$ cat config.mk
export PLATFORM = sky130hd
export DESIGN_NAME = spi_arbiter
export DESIGN_NICKNAME = d
export VERILOG_FILES = /design/src/rtl/spi_arbiter_pkg.sv /design/src/rtl/spi_arbiter_rr.sv /design/src/rtl/spi_arbiter.sv
export SDC_FILE = /design/constraint.sdc
export NUM_CORES = 1
export LEC_CHECK = 0
export CAP_MARGIN = 20
export CORE_ASPECT_RATIO = 1.2
export CORE_MARGIN = 1
export CORE_UTILIZATION = 39
export DETAILED_ROUTE_END_ITERATION = 7
export PLACE_DENSITY = 0.89
export SKIP_CTS_REPAIR_TIMING = 1
export SYNTH_ARGS = -nofsm -noshare
export SYNTH_HDL_FRONTEND = slang
export SYNTH_SLANG_ARGS = --single-unit
$ cat constraint.sdc
create_clock -name CLK -period 3.1 [get_ports CLK]
set_clock_uncertainty 0.2 [all_clocks]
set_input_delay 0.31 -clock CLK [delete_from_list [all_inputs] [get_ports CLK]]
set_output_delay 0.31 -clock CLK [all_outputs]
set_load 0.02 [all_outputs]
$ cat src/rtl/spi_arbiter_pkg.sv
// spi_arbiter_pkg: shared state type and size constants
// for the SPI arbiter and its round-robin picker.
package spi_arbiter_pkg;
  localparam int NREQ_DEF    = 4;
  localparam int TIMEOUT_DEF = 1024;
  localparam int DATA_W      = 32;
  localparam int WIDTH_W     = 8;

  typedef enum logic [2:0] {
    S_IDLE,
    S_KICK,
    S_WAIT_START,
    S_WAIT_END,
    S_RESP
  } state_t;
endpackage

$ cat src/rtl/spi_arbiter_rr.sv
// rr_arbiter: combinational round-robin pick, searching
// upward from last+1 and wrapping at N-1 -> 0.
module rr_arbiter
  import spi_arbiter_pkg::*;
#(
  parameter int N = NREQ_DEF
) (
  input  logic [N-1:0]         req,
  input  logic [$clog2(N)-1:0] last,
  output logic [N-1:0]         gnt,
  output logic                 valid
);
  localparam int IW = $clog2(N);

  logic hit;
  int   pos;

  always_comb begin
    gnt = '0;
    hit = 1'b0;
    pos = 0;
    for (int k = 1; k <= N; k++) begin
      pos = int'(last) + k;
      if (pos >= N) pos = pos - N;
      if (!hit && req[pos[IW-1:0]]) begin
        gnt[pos[IW-1:0]] = 1'b1;
        hit = 1'b1;
      end
    end
  end

  assign valid = hit;
endmodule

$ cat src/rtl/spi_arbiter.sv
// spi_arbiter: shares one SPI controller among NREQ requesters.
// Define SPI_ARB_TIMEOUT_EN to enable the start timeout.
module spi_arbiter
  import spi_arbiter_pkg::*;
#(
  parameter int NREQ           = NREQ_DEF,
  parameter int TIMEOUT_CYCLES = TIMEOUT_DEF
) (
  input  logic                      CLK,
  input  logic                      RESET_N,
  input  logic [NREQ-1:0]           REQ_VALID,
  input  logic [NREQ*DATA_W-1:0]    REQ_DIN,
  input  logic [NREQ*WIDTH_W-1:0]   REQ_MOSI_WIDTH,
  input  logic [NREQ*WIDTH_W-1:0]   REQ_MISO_WIDTH,
  output logic [NREQ-1:0]           REQ_ACCEPT,
  output logic [NREQ-1:0]           RSP_VALID,
  output logic [DATA_W-1:0]         RSP_DATA,
  output logic                      RSP_ERR,
  output logic                      SPI_KICK,
  input  logic                      SPI_BUSY,
  output logic [DATA_W-1:0]         SPI_DIN,
  output logic [WIDTH_W-1:0]        SPI_MOSI_WIDTH,
  output logic [WIDTH_W-1:0]        SPI_MISO_WIDTH,
  input  logic [DATA_W-1:0]         SPI_DOUT,
  input  logic                      SPI_DOUT_VALID,
  input  logic                      CS_IN,
  output logic [NREQ-1:0]           CS_OUT
);
  localparam int IW = $clog2(NREQ);

  if (NREQ < 2 || NREQ > 8 || TIMEOUT_CYCLES < 2) begin : g_bad
    $error("spi_arbiter: parameter out of range");
  end

  state_t              state, state_nx;
  logic [IW-1:0]       gidx, last_grant, win_idx;
  logic [NREQ-1:0]     win, gmask;
  logic                win_ok, grant, tmo, rsp_load;
  logic [DATA_W-1:0]   cap, din_q, rsp_q;
  logic [WIDTH_W-1:0]  mosi_q, miso_q;

  rr_arbiter #(.N(NREQ)) u_rr (
    .req   (REQ_VALID),
    .last  (last_grant),
    .gnt   (win),
    .valid (win_ok)
  );

  always_comb begin
    win_idx = '0;
    for (int i = 0; i < NREQ; i++)
      if (win[i]) win_idx = IW'(i);
  end

  assign grant    = (state == S_IDLE) && win_ok && !SPI_BUSY;
  assign rsp_load = (state == S_WAIT_END) && !SPI_BUSY;
  assign gmask    = NREQ'(1) << gidx;

`ifdef SPI_ARB_TIMEOUT_EN
  localparam int CW = $clog2(TIMEOUT_CYCLES + 1);
  logic [CW-1:0] cnt;
  logic          err_q;

  // counts from the KICK cycle so RESP lands TIMEOUT_CYCLES after it
  always_ff @(posedge CLK or negedge RESET_N) begin
    if (!RESET_N) begin
      cnt <= '0;
    end else if (state == S_IDLE) begin
      cnt <= '0;
    end else if (state == S_KICK || state == S_WAIT_START) begin
      cnt <= cnt + CW'(1);
    end
  end

  assign tmo = (state == S_WAIT_START) && !SPI_BUSY &&
               (cnt == CW'(TIMEOUT_CYCLES - 1));

  always_ff @(posedge CLK or negedge RESET_N) begin
    if (!RESET_N) err_q <= 1'b0;
    else if (tmo) err_q <= 1'b1;
    else if (rsp_load) err_q <= 1'b0;
  end

  assign RSP_ERR = err_q;
`else
  assign tmo     = 1'b0;
  assign RSP_ERR = 1'b0;
`endif

  always_ff @(posedge CLK or negedge RESET_N) begin
    if (!RESET_N) state <= S_IDLE;
    else state <= state_nx;
  end

  always_comb begin
    state_nx = state;
    unique case (state)
      S_IDLE:       if (grant) state_nx = S_KICK;
      S_KICK:       state_nx = S_WAIT_START;
      S_WAIT_START: begin
        if (SPI_BUSY) state_nx = S_WAIT_END;
        else if (tmo) state_nx = S_RESP;
      end
      S_WAIT_END:   if (!SPI_BUSY) state_nx = S_RESP;
      S_RESP:       state_nx = S_IDLE;
      default:      state_nx = S_IDLE;
    endcase
  end

  always_ff @(posedge CLK or negedge RESET_N) begin
    if (!RESET_N) begin
      gidx       <= '0;
      last_grant <= IW'(NREQ - 1);
      din_q      <= '0;
      mosi_q     <= '0;
      miso_q     <= '0;
      cap        <= '0;
      rsp_q      <= '0;
    end else begin
      if (grant) begin
        gidx   <= win_idx;
        din_q  <= REQ_DIN[int'(win_idx)*DATA_W +: DATA_W];
        mosi_q <= REQ_MOSI_WIDTH[int'(win_idx)*WIDTH_W +: WIDTH_W];
        miso_q <= REQ_MISO_WIDTH[int'(win_idx)*WIDTH_W +: WIDTH_W];
        cap    <= '0;
      end else if (state == S_WAIT_END && SPI_DOUT_VALID) begin
        cap <= SPI_DOUT;
      end
      // a word arriving on the same cycle BUSY drops still counts
      if (rsp_load)
        rsp_q <= SPI_DOUT_VALID ? SPI_DOUT : cap;
      else if (tmo)
        rsp_q <= '0;
      if (state == S_RESP) last_grant <= gidx;
    end
  end

  assign SPI_KICK       = (state == S_KICK);
  assign REQ_ACCEPT     = (state == S_KICK) ? gmask : '0;
  assign RSP_VALID      = (state == S_RESP) ? gmask : '0;
  assign RSP_DATA       = rsp_q;
  assign SPI_DIN        = din_q;
  assign SPI_MOSI_WIDTH = mosi_q;
  assign SPI_MISO_WIDTH = miso_q;

  always_comb begin
    CS_OUT = '1;
    if (state != S_IDLE) CS_OUT[gidx] = CS_IN;
  end
endmodule

==> metrics.md <==
| Metric | Value |
|---|---|
| Pwr per Cell Area | `1160 mW/mm^2` |
| Worst setup margin | `83.0 ps` |
| Placer's final routability congestion estimate | `0.881` |
| Worst-path fanout max | `8` |
| Reg2Reg Capture Point | `SPI_DIN[10]` |
| Top_reg_cell synth | `dfrtp_1` |
| Dpl ws | `-31.4 ps` |
| Drt total wl | `27.6 mm` |
| Simple logic cell fraction of the synthesized area | `16.4%` |
| Post-synth EDFFs | `0` |
| Ports | `327` |
| Slew HR | `47.9%` |
| Std cell rows | `55` |
| Unrepaired setup endpoints after global routing | `yes` |
| Initial antenna violation count | `0` |
| First-pass GRT wire length | `42.2 mm` |
| Period utilization | `97.3%` |
| Pin count of the biggest net entering global routing | `66` |
| Layout fillers | `1526` |
| Critical path launch point type | `flip-flop` |
| Post-DP HPWL | `19.6 mm` |
| Origin of the critical flop-to-flop path | `last_grant[1]` |
| Final hold viol count | `0` |
| Post-synthesis sequential area ratio | `39.3%` |
| Drt first-iter violations | `447` |
| Cells after synthesis | `932` |
| Synth Cell Area | `0.00758 sq mm` |
| Mean Syn Cell Area | `8.13 sq um` |
| Nets@finish | `1467` |
| Minimum clock period | `3020 ps` |
| Post-Syn Nets | `1171` |
| Cell family with most CP delay | `compound AO/OA/AOI/OAI gates` |
| Critical Path RT | `3210 ps` |
| Die W | `129 microns` |
| Pwr Total | `0.0141 W` |
| Endpoint class of the critical path | `flip-flop` |
| Clock Root Buffer | `clkbuf_16` |
| Initial core utilization | `40.0%` |
| Core Region | `0.0189 sq mm` |
| Port bufs | `325` |
| Final ANT Viol Nets | `0` |
| H-tree depth | `4` |
| Crit Path Class | `flip-flop to flip-flop` |
| Die Y | `155 microns` |
| Post-synthesis mux area share | `5.50%` |
| Worst-Margin Slew | `782 ps` |
| Status | `completed` |
| Synth Area in Compound Gates | `29.4%` |
| Drt first pass iters | `5` |
| YS warnings | `0` |
| Maximum clock frequency | `0.331 GHz` |
| Final Slew Violations | `0` |
| Max Cap Viol | `0` |
| XOR/XNOR share of the synthesized area | `0%` |
| # DRC | `0` |
| Vias | `8440` |
| HP Class | `input port to flip-flop` |
| Worst skew pair latency | `410 ps` |
| Die ar. | `0.0200 sq mm` |
| Final Setup Violations | `0` |
| Worst Setup SP | `last_grant[1]` |
| CTS Buf Count | `17` |
| Wirelength per Cell | `18.4 microns` |
| GR Overflow Total | `0` |
| Reg clk slew, reported paths | `70 ps` |
| Largest family of logic cells by synthesized area | `compound AO/OA/AOI/OAI gates` |
| Crit path largest cell delay | `550 ps` |
| Slowest cell on the critical path | `a2111o_2` |
| Hold path depth | `3` |
| Synthesized flop and latch total | `119` |
| Leakage power | `4.89 nW` |
| Hold endpoint | `SPI_DIN[17]` |
| Adder-Cell Fraction of Synth Area | `0.991%` |
| Drt via density | `5.64` |
| Worst Path Buf+Inv | `2` |
| R2R Setup Slk | `80 ps` |
| CTS tree | `built` |
| Clk buf depth | `2` |
| CP cell instances | `inv_1, ha_4, mux2i_4, o22ai_2, a2111o_2, buf_4, a211oi_1, o211ai_1, a31oi_1` |
| Area grow syn2layout | `60.0%` |
| Clock sink count | `119` |
| Hold Crit Start | `REQ_DIN[81]` |
| GRT Overall Usage | `27.1%` |
| Synth unique cells | `40` |
| CP Data Arrival Time | `3120 ps` |
| Post-synth ARST share | `100%` |
| Layout cell share with drive strength beyond 1 | `9.27%` |
| Peak supply drop | `0.000756 V` |
| R2R depth | `9` |
| Vias in the first global route | `8401` |
-- cells in the final DEF (no fill, tap or decap), types with 21 or more instances in the layout --
| cell | count |
|---|---|
| a21oi_1 | 115 |
| dfrtp_1 | 117 |
| clkdlybuf4s50_1 | 323 |
| inv_1 | 51 |
| mux2i_1 | 34 |
| a31oi_1 | 49 |
| clkbuf_16 | 21 |
| nand3_1 | 50 |
| buf_12 | 21 |
| o2bb2ai_1 | 48 |
| nor2_1 | 93 |
| buf_4 | 21 |
| a211oi_1 | 39 |
| nand2_1 | 120 |
| o211ai_1 | 49 |
-- how the worst max path moves through the flow --
stage                              endpoint  cells past startpoint
after floorplan           SPI_MISO_WIDTH[5]                     11
after global placement           SPI_DIN[3]                      9
after detailed placement         SPI_DIN[1]                      8
after CTS                        SPI_DIN[1]                      9
after global routing            SPI_DIN[30]                     12
final                           SPI_DIN[10]                      9
-- layout make-up --
cell class	instances	area, sq um	share of cell area [%]
flip-flops and latches	119	2980	24.6
repair buffers	373	3950	32.6
clock buffers	18	439	3.62
inverters	52	195	1.61
clock inverters	13	148	1.22
diodes	1	2.50	0.0207
well taps	256	320	2.64
multi-input cells	665	4080	33.7
-- registers in the layout, indices dropped and copies added, names as in the netlist --
register,count
SPI_DIN,32
state,3
gidx,2
cap,32
SPI_MOSI_WIDTH,8
RSP_DATA,32
SPI_MISO_WIDTH,8
last_grant,2
-- synth_stat cells, types with 2 or more instances --
cell type	number	area [sq um]
nand2_1	120	450
dfrtp_1	117	2930
a21oi_1	115	576
nor2_1	93	349
inv_1	51	191
nand3_1	50	250
a31oi_1	49	307
clkbuf_1	49	184
o211ai_1	49	368
o2bb2ai_1	48	420
a211oi_1	40	300
mux2i_1	36	360
buf_2	28	140
buf_1	10	37.5
a211oi_2	9	113
nand2b_1	8	50.1
buf_4	7	52.6
ha_1	6	75.1
nor3_1	5	25.0
or3_1	5	31.3
o21a_1	4	30.0
o21ai_1	4	20.0
o22ai_1	4	25.0
mux2_2	3	33.8
a2111oi_2	2	30.0
and3b_1	2	17.5
buf_6	2	22.5
dfstp_2	2	52.6
nand3b_1	2	15.0
nor2b_1	2	12.5
-- where the power goes --
part | internal, W | switching, W | total (W)
Combinational | 0.00416 | 0.00512 | 0.00928
Sequential | 0.00236 | 0.000492 | 0.00286
Clock | 0.00121 | 0.000770 | 0.00198
Total | 0.00773 | 0.00638 | 0.0141
-- worst register-to-register path: stages, from the launching register on --
cell	delay [ps]
dfstp_2	530
inv_1	80
ha_4	330
mux2i_4	270
o22ai_2	140
a2111o_2	550
buf_4	210
a211oi_1	250
o211ai_1	140
a31oi_1	220
-- cells by family after synthesis --
family	after synthesis
other	1
muxes	40
buffers and inverters	148
and+or+nand+nor	292
DFF	119
AOI/OAI and AO/OA	326
adders and majority gates	6
-- layer usage --
| metal | wire, microns | vias up | global-route usage [%] |
|---|---|---|---|
| met1 | 10200 | 3899 | 30.9 |
| met5 | 0 | - | 0 |
| li1 | - | 3936 | - |
| met2 | 13600 | 502 | 45.8 |
| met4 | 1330 | 0 | 16.8 |
| met3 | 2430 | 103 | 5.98 |
-- per-stage QoR --
stage | area (sq um) | utilization, % | instances | TNS [ps] | hold WS, ps
after CTS | 11900 | 62.9 | 1487 | -50.8 | -201
after global placement | 11300 | 59.8 | 1456 | 0 | 232
final | 12100 | 64.0 | 1497 | 0 | 266
after global routing | 12100 | 64.0 | 1496 | -96.3 | 261
after detailed placement | 11300 | 59.8 | 1456 | -77.5 | 243
after floorplan | 7590 | - | 932 | 0 | -186
Note: power is estimated with default switching activity, not from simulation.
